File: src/rtl/gpu_clk_pkg.sv
// rtl/gpu_clk_pkg.sv - shared state encoding and default timing constants for the reset sequencer
package gpu_clk_pkg;

    typedef enum logic [2:0] {
        S_WAIT_LOCK  = 3'd0,
        S_STABLE     = 3'd1,
        S_SDRAM_INIT = 3'd2,
        S_CORE_DLY   = 3'd3,
        S_CORE_ON    = 3'd4,
        S_RUN        = 3'd5
    } seq_state_e;

    localparam int DEF_SYNC_STAGES         = 2;
    localparam int DEF_LOCK_STABLE_CYCLES  = 1024;
    localparam int DEF_CORE_DELAY_CYCLES   = 16;
    localparam int DEF_INIT_TIMEOUT_CYCLES = 1048576;

    // Reset release pattern {sdram, core, pixel} for a state; active-low, 1 = released.
    function automatic logic [2:0] rst_decode(input seq_state_e s);
        logic [2:0] r;
        case (s)
            S_SDRAM_INIT: r = 3'b100;
            S_CORE_DLY:   r = 3'b100;
            S_CORE_ON:    r = 3'b110;
            S_RUN:        r = 3'b111;
            default:      r = 3'b000;
        endcase
        return r;
    endfunction

endpackage

File: src/rtl/sync_bit.sv
// rtl/sync_bit.sv - single-bit multi-flop synchroniser, deliberately without reset
module sync_bit #(
    parameter int STAGES = 2
) (
    input  logic i_clk,
    input  logic i_d,
    output logic o_q
);

    logic [STAGES-1:0] r_sync;

    always_ff @(posedge i_clk) begin
        r_sync <= {r_sync[STAGES-2:0], i_d};
    end

    assign o_q = r_sync[STAGES-1];

endmodule

File: src/rtl/gpu_reset_seq.sv
// rtl/gpu_reset_seq.sv - PLL-lock driven reset sequencer releasing sdram, core and pixel resets in order
module gpu_reset_seq
    import gpu_clk_pkg::*;
#(
    parameter int SYNC_STAGES         = DEF_SYNC_STAGES,
    parameter int LOCK_STABLE_CYCLES  = DEF_LOCK_STABLE_CYCLES,
    parameter int CORE_DELAY_CYCLES   = DEF_CORE_DELAY_CYCLES,
    parameter int INIT_TIMEOUT_CYCLES = DEF_INIT_TIMEOUT_CYCLES
) (
    input  logic       clk_core,
    input  logic       rst_n,
    input  logic       pll_locked,
    input  logic       sdram_init_done,
    output logic       rst_sdram_n,
    output logic       rst_core_n,
    output logic       rst_pixel_req_n,
    output logic       lock_lost,
    output logic       init_timeout,
    output logic [2:0] seq_state
);

    localparam int MAX_AB = (LOCK_STABLE_CYCLES > CORE_DELAY_CYCLES) ? LOCK_STABLE_CYCLES
                                                                     : CORE_DELAY_CYCLES;
    localparam int MAX_P  = (MAX_AB > INIT_TIMEOUT_CYCLES) ? MAX_AB : INIT_TIMEOUT_CYCLES;
    localparam int CNT_W  = $clog2(MAX_P) + 1;

    localparam logic [CNT_W-1:0] LOCK_LAST = CNT_W'(LOCK_STABLE_CYCLES - 1);
    localparam logic [CNT_W-1:0] CORE_LAST = CNT_W'(CORE_DELAY_CYCLES - 1);
    localparam logic [CNT_W-1:0] TMO_LAST  = CNT_W'(INIT_TIMEOUT_CYCLES - 1);
    localparam logic [CNT_W-1:0] CNT_MAX   = '1;

    logic             w_locked_s;
    seq_state_e       w_next;
    logic             w_set_lost;
    logic             w_set_tmo;

    seq_state_e       r_state;
    logic [CNT_W-1:0] r_cnt;
    logic             r_rst_sdram_n;
    logic             r_rst_core_n;
    logic             r_rst_pixel_req_n;
    logic             r_lock_lost;
    logic             r_init_timeout;

    sync_bit #(
        .STAGES (SYNC_STAGES)
    ) u_lock_sync (
        .i_clk (clk_core),
        .i_d   (pll_locked),
        .o_q   (w_locked_s)
    );

    // Lock loss outranks every other transition, including a coincident init_done.
    always_comb begin
        w_next     = r_state;
        w_set_lost = 1'b0;
        w_set_tmo  = 1'b0;
        if (r_state != S_WAIT_LOCK && !w_locked_s) begin
            w_next     = S_WAIT_LOCK;
            w_set_lost = (r_state >= S_SDRAM_INIT);
        end else begin
            case (r_state)
                S_WAIT_LOCK: begin
                    if (w_locked_s) w_next = S_STABLE;
                end
                S_STABLE: begin
                    if (r_cnt == LOCK_LAST) w_next = S_SDRAM_INIT;
                end
                S_SDRAM_INIT: begin
                    if (sdram_init_done) begin
                        w_next = S_CORE_DLY;
                    end else if (r_cnt == TMO_LAST) begin
                        w_next    = S_WAIT_LOCK;
                        w_set_tmo = 1'b1;
                    end
                end
                S_CORE_DLY: begin
                    if (r_cnt == CORE_LAST) w_next = S_CORE_ON;
                end
                S_CORE_ON: w_next = S_RUN;
                S_RUN:     w_next = S_RUN;
                default:   w_next = S_WAIT_LOCK;
            endcase
        end
    end

    // Outputs decode the next state so they move on the same edge as the state.
    always_ff @(posedge clk_core) begin
        if (!rst_n) begin
            r_state           <= S_WAIT_LOCK;
            r_cnt             <= '0;
            r_rst_sdram_n     <= 1'b0;
            r_rst_core_n      <= 1'b0;
            r_rst_pixel_req_n <= 1'b0;
            r_lock_lost       <= 1'b0;
            r_init_timeout    <= 1'b0;
        end else begin
            r_state <= w_next;
            if (w_next != r_state) begin
                r_cnt <= '0;
            end else if (r_cnt != CNT_MAX) begin
                r_cnt <= r_cnt + CNT_W'(1);
            end
            {r_rst_sdram_n, r_rst_core_n, r_rst_pixel_req_n} <= rst_decode(w_next);
            if (w_set_lost) r_lock_lost    <= 1'b1;
            if (w_set_tmo)  r_init_timeout <= 1'b1;
        end
    end

    assign rst_sdram_n     = r_rst_sdram_n;
    assign rst_core_n      = r_rst_core_n;
    assign rst_pixel_req_n = r_rst_pixel_req_n;
    assign lock_lost       = r_lock_lost;
    assign init_timeout    = r_init_timeout;
    assign seq_state       = r_state;

endmodule

File: config.mk
export PLATFORM = sky130hd
export DESIGN_NAME = gpu_reset_seq
export DESIGN_NICKNAME = d
export VERILOG_FILES = /design/src/rtl/gpu_clk_pkg.sv /design/src/rtl/sync_bit.sv /design/src/rtl/gpu_reset_seq.sv
export SDC_FILE = /design/constraint.sdc
export NUM_CORES = 1
export LEC_CHECK = 0
export BUFFER_PORTS_ARGS = -buffer_cell sky130_fd_sc_hd__buf_2
export CAP_MARGIN = 20
export CORE_MARGIN = 3
export CORE_UTILIZATION = 50
export CTS_BUF_LIST = sky130_fd_sc_hd__clkbuf_4 sky130_fd_sc_hd__clkbuf_8
export DETAILED_ROUTE_END_ITERATION = 16
export PLACE_DENSITY = 0.66
export SETUP_SLACK_MARGIN = 0.2
export SLEW_MARGIN = 25
export SYNTH_ARGS = -nofsm -noshare
export SYNTH_HDL_FRONTEND = slang
export SYNTH_SLANG_ARGS = --single-unit
File: constraint.sdc
create_clock -name clk_core -period 2.6 [get_ports clk_core]
set_input_delay 0.13 -clock clk_core [delete_from_list [all_inputs] [get_ports clk_core]]
set_output_delay 0.13 -clock clk_core [all_outputs]
set_load 0.01 [all_outputs]
* Word-level counts from Yosys, hierarchy flattened *
Index checks and enable logic that the tools add are counted.

storage, ports and cells
  word-level logic and storage cells = 45
  bits of input ports = 4
  output and inout bits = 8
  register bits after elaboration = 31

operators by class
  equality and inequality tests = 14
  mux-type cells = 13
  reduce and logical (&&, ||, !) cells = 7
  bitwise gates (word level) = 1
  add/subtract/negate cells = 1
  $lt $le $gt $ge = 1

operators with widths
  kind                                                                count
  adder 21 x 1 -> 21 bit (second input constant)                      1
  == test 21 x 10 -> 1 bit (second input constant)                    1
  == test 21 x 20 -> 1 bit (second input constant)                    1
  == test 21 x 4 -> 1 bit (second input constant)                     1
  inequality test 21 bit (second input constant)                      1
  2-to-1 mux 3 bit                                                    6
  case mux 3 bit (5 select lines)                                     1
  == test 3 x 2 -> 1 bit (second input constant)                      4
  == test 3 bit (second input constant)                               4
  case mux 3 bit (3 select lines)                                     1
  OR reduction 2 bit                                                  3
  2-to-1 mux 1 bit                                                    5
  == test 3 x 1 -> 1 bit (second input constant)                      1
  greater-or-equal comparator 3 x 2 -> 1 bit (second input constant)  1
  zero test 3 bit                                                     1
  inequality test 3 bit                                               1
  nonzero test 3 bit                                                  1
  logical AND 1 bit                                                   1
  zero test 1 bit                                                     1
  NOT 1 bit                                                           1

* Logic depth before layout (Yosys ltp) *
  depth in word-level cells = 8
  mapped depth = 8
  gate-level depth less buffers = 7

* By module *
From an unflattened synthesis, not the netlist that was laid out.

unflattened totals
  cells, all modules = 178
  area, all modules = 1,587.8 um2

by module, submodules not included
  module         cells each  seq. area each (um2)  area each (um2)  instances
  gpu_reset_seq  176         580.6                 1,547.7          1
  sync_bit       2           40.0                  40.0             1

* Worst setup path before layout *
OpenSTA, ideal clock, no wires.

  path type = flip-flop to flip-flop
  start = register r_cnt[4]
  end = register r_cnt[2]
  arrival = 2.014 ns
  setup slack = 0.470 ns
  required time = 2.484 ns
  period minus slack after synthesis = 2.130 ns
  library setup time = 0.116 ns
  stages on the path, launching flop included = 9
  path through = dfxtp_1 nand4_1 or4_1 buf_2 o41ai_2 nor4_1 o221ai_2 buf_6 nor2_1

on the way
  longest elaborated chain between the ends = 7
  elaborated cells on any way between the ends = 12
  those cells by class = eq/ne: 5; mux: 6; reduce/logical: 1

ends and longest elaborated chain
  what                             RTL line              text
  start, declared                  gpu_reset_seq.sv:38   logic [CNT_W-1:0] r_cnt;
  start signal, assigned           gpu_reset_seq.sv:102  r_cnt <= r_cnt + CNT_W'(1);
  == test 21 x 20 -> 1 bit         gpu_reset_seq.sv:72   end else if (r_cnt == TMO_LAST) begin
  2-to-1 mux 3 bit                 gpu_reset_seq.sv:72
  2-to-1 mux 3 bit                 gpu_reset_seq.sv:70   if (sdram_init_done) begin
  case mux 3 bit (5 select lines)  gpu_reset_seq.sv:62   case (r_state)
  2-to-1 mux 3 bit                 gpu_reset_seq.sv:58   if (r_state != S_WAIT_LOCK && !w_locked_s) begin
  inequality test 3 bit            gpu_reset_seq.sv:99   if (w_next != r_state) begin
  OR reduction 2 bit (no line)     -

Several ways; a longest one is shown, not always the timed one.
A chain may end at the register's enable or synchronous reset.

* Worst setup path in the final report *
  start = register r_cnt[7]
  end = register r_rst_sdram_n (netlist: rst_sdram_n)

on the way
  longest elaborated chain between the ends = 8
  elaborated cells on any way between the ends = 15
  those cells by class = eq/ne: 7; mux: 7; reduce/logical: 1

ends and longest elaborated chain
  what                                 RTL line              text
  == test 21 x 20 -> 1 bit             gpu_reset_seq.sv:72
  2-to-1 mux 3 bit                     gpu_reset_seq.sv:72
  2-to-1 mux 3 bit                     gpu_reset_seq.sv:70
  case mux 3 bit (5 select lines) (*)  gpu_reset_seq.sv:62
  2-to-1 mux 3 bit (*)                 gpu_reset_seq.sv:58
  == test 3 x 2 -> 1 bit               gpu_clk_pkg.sv:21     case (s)
  OR reduction 2 bit (no line)         -
  case mux 3 bit (3 select lines) (*)  gpu_clk_pkg.sv:21
  end signal, assigned                 gpu_reset_seq.sv:104  {r_rst_sdram_n, r_rst_core_n, r_rst_pixel_req_n} <= rst_decode(w_next);
  end, declared                        gpu_reset_seq.sv:39   logic r_rst_sdram_n;

Mark *: on every way between the ends. The rest lies on a longest branch, timed or not.

==> summary.md <==
| Metric | Value |
|---|---|
| Leakage | `0.577 nW` |
| Setup TNS | `0 ps` |
| Crit path cell chain | `nand4_1 > or4_1 > buf_4 > nor4_4 > nor3_1 > o31a_1 > or2_1` |
| Post-DP HPWL | `2060 microns` |
| Row cnt | `18` |
| Share of flip-flops with an asynchronous set or reset | `0` |
| Kind of critical path | `flop to flop` |
| Reg2Reg Setup Slack | `320 ps` |
| Clock power frac | `0.385` |
| Num CTS Buffers | `5` |
| Count of pins over their slew limit | `0` |
| Worst EP required | `2830 ps` |
| Core ar. | `2590 sq um` |
| Sw power | `0.175 mW` |
| Endpoint type of the worst setup path | `flop` |
| H-tree depth | `2` |
| Detailed Route Iter0 Violations | `74` |
| Share of layout cells above drive strength 1 | `0.199` |
| Placed Cells | `205` |
| Combinational power share | `0.038` |
| All-Layer GR Usage | `0.194` |
| RD Place Congestion | `0.873` |
| Net Count, Synth | `169` |
| Synth Flop Type | `dfxtp_1` |
| Worst Skew | `6.50 ps` |
| Largest cells by area after synthesis | `dfxtp_1, nor2_1, xnor2_1` |
| Fmax | `439 MHz` |
| Status | `finished, final reports clean` |
| Most frequent cell after synthesis | `dfxtp_1` |
| Hold Crit Class | `primary input to flop` |
| Via-to-Cell Ratio | `5.67` |
| CP top delay family | `simple AND/OR/NAND/NOR gates` |
| Post-Syn Area | `1420 sq um` |
| Detailed-router iteration count before antenna repair | `4` |
| Vias in the first global route | `1086` |
| CTS tree | `done` |
| Top post-synthesis cells by count | `dfxtp_1, nor2_1, nand2_1` |
| Total power | `0.839 mW` |
| Buf+Inv Stages, Crit Path | `1` |
| Pint | `0.664 mW` |
| Max-Cap Viols | `0` |
| Post-Syn Instances | `164` |
| Drt total wl | `3020 microns` |
| # nets final | `190` |
| Syn avg cell area | `8.67 sq um` |
| Seq pwr share | `0.577` |
| Period utilization | `0.875` |
| Hold Vio Cnt, Final | `0` |
| Synth area leader | `dfxtp_1` |
| Slowest stage delay, CP | `590 ps` |
| Top-area cell type share of the netlist area | `0.436` |
| Diodes inserted | `0` |
| Switching share of power | `0.208` |
| Cell Pwr Density | `499 nW/um^2` |
| First-pass GRT wire length | `5050 microns` |
| Clock buffer depth | `2` |
| Die Ht | `59.3 microns` |
| Worst-path clk slew | `90 ps` |
| FF+latch count, synth | `31` |
| Drt drc | `0` |
| Ports | `12` |
| Root buf cell | `clkbuf_4` |
| Post-synth cell types | `36` |
| Die X | `59.3 microns` |
| Crit-path slowest cell | `or4_1` |
| Worst EP arrival | `2500 ps` |
| Port buffer count | `11` |
| Worst Max-Slew Pin Slew | `359 ps` |
| Global route overflow | `0` |
| Initial Utilization | `0.549` |
| Critical Path Source Type | `flop` |
| CTS sink count | `31` |
| Yosys synthesis warning count | `0` |
| WL/cell | `14.0 microns` |
| # setup viols final | `0` |
| Sequential fraction of the synthesis area | `0.436` |
| Fin cells | `216` |
| RSZ-0062 raised after global routing | `false` |
| Largest net degree at the start of global routing | `12` |
| Via count | `1225` |
| Tmin final | `2280 ps` |
| Initial antenna violation count | `0` |
| Die area | `3520 sq um` |
| Crit-path max FO | `8` |
| Worst skew pair latency | `330 ps` |
| Area grow syn2layout | `18.1%` |
| EDFF count, synth | `0` |
| VDD IR max | `0.511 mV` |
| Worst rel slew slack | `0.758` |
| WHS | `89.6 ps` |
| ANT nets after route | `0` |
-- area by class of cell --
class,instances,area [sq um]
clock buffers,8,72.6
multi-input cells,125,815
well taps,30,37.5
repair buffers,18,114
inverters,4,15.0
fillers,224,910
flip-flops and latches,31,627
-- flip-flops by register name (all words and copies together), names as in the netlist --
name	flops
lock_lost	1
rst_sdram_n	1
rst_core_n	1
rst_pixel_req_n	1
u_lock_sync.r_sync	2
seq_state	3
r_cnt	21
init_timeout	1
-- cell usage in the layout, fill, tap and decap left out, types with 2 or more instances in the layout --
master    instances
a21oi_1           6
nor4_1            5
inv_1             4
clkbuf_8          2
o21a_1            3
nand2_1          15
dfxtp_2           5
buf_4             5
nand3_1           7
nand4_1           7
o21ai_0           3
o31a_1            2
nor2b_1           4
buf_2            11
or4_1             2
clkbuf_4          6
xnor2_1          12
nor3_1            7
and4_1            2
nor4_4            2
xor2_1            4
dfxtp_1          26
nor2_1           29
-- through the flow --
stage               instance area (sq um)  worst slack (ps)  utilization
floorplan                            1420               470            -
global placement                     1510               289        0.584
detailed placement                   1510               185        0.584
CTS                                  1640               200        0.635
global route                         1680               175        0.649
finish                               1680               324        0.649
-- kinds of logic after synthesis --
kind of cell	count (synthesis)	share of synthesized area
buf+inv	8	0.0334
compound gates	20	0.108
fa+ha+maj	1	0.00879
flops	31	0.436
simple gates	88	0.315
xor+xnor	16	0.0985
-- repair_timing --
action / 4_1_cts / 5_1_grt
pin swaps: 0 / 2
gates resized for setup: 5 / 8
hold buffers: 1 / 0
setup buffers: 0 / 2
endpoints found under the hold margin: 1 / 0
endpoints found under the setup margin: 16 / 19
-- worst register-to-register path, stage by stage, from the launching register on --
cell and delay [ps]:
dfxtp_1 410, nand4_1 140, or4_1 590, buf_4 200, nor4_4 290, nor3_1 80
o31a_1 260, or2_1 200
-- power by group through the flow --
stage,Sequential (mW),Clock (mW),Combinational (mW)
final,0.484,0.323,0.0320
after global routing,0.485,0.358,0.0353
after CTS,0.483,0.333,0.0302
after detailed placement,0.494,0,0.0242
after global placement,0.494,0,0.0237
after floorplan,0.493,0,0.0179
-- layer usage --
metal	track usage	up-vias	routed length (microns)
met5	0	-	0
met1	0.250	565	1410
met2	0.285	27	1380
met3	0.0806	10	153
met4	0.0777	0	71
li1	-	623	-
-- final timing paths --
kind	depth (start not counted)	from	to
worst max-delay path	7	r_cnt[7]$_SDFFE_PP0P_	rst_sdram_n$_SDFF_PN0_
worst min-delay path	2	rst_n	lock_lost$_SDFFE_PN0P_
worst max register to register	7	r_cnt[7]$_SDFFE_PP0P_	rst_sdram_n$_SDFF_PN0_
worst min register to register	0	u_lock_sync.r_sync[0]$_DFF_P_	u_lock_sync.r_sync[1]$_DFF_P_
(Power assumes the default switching activity.)
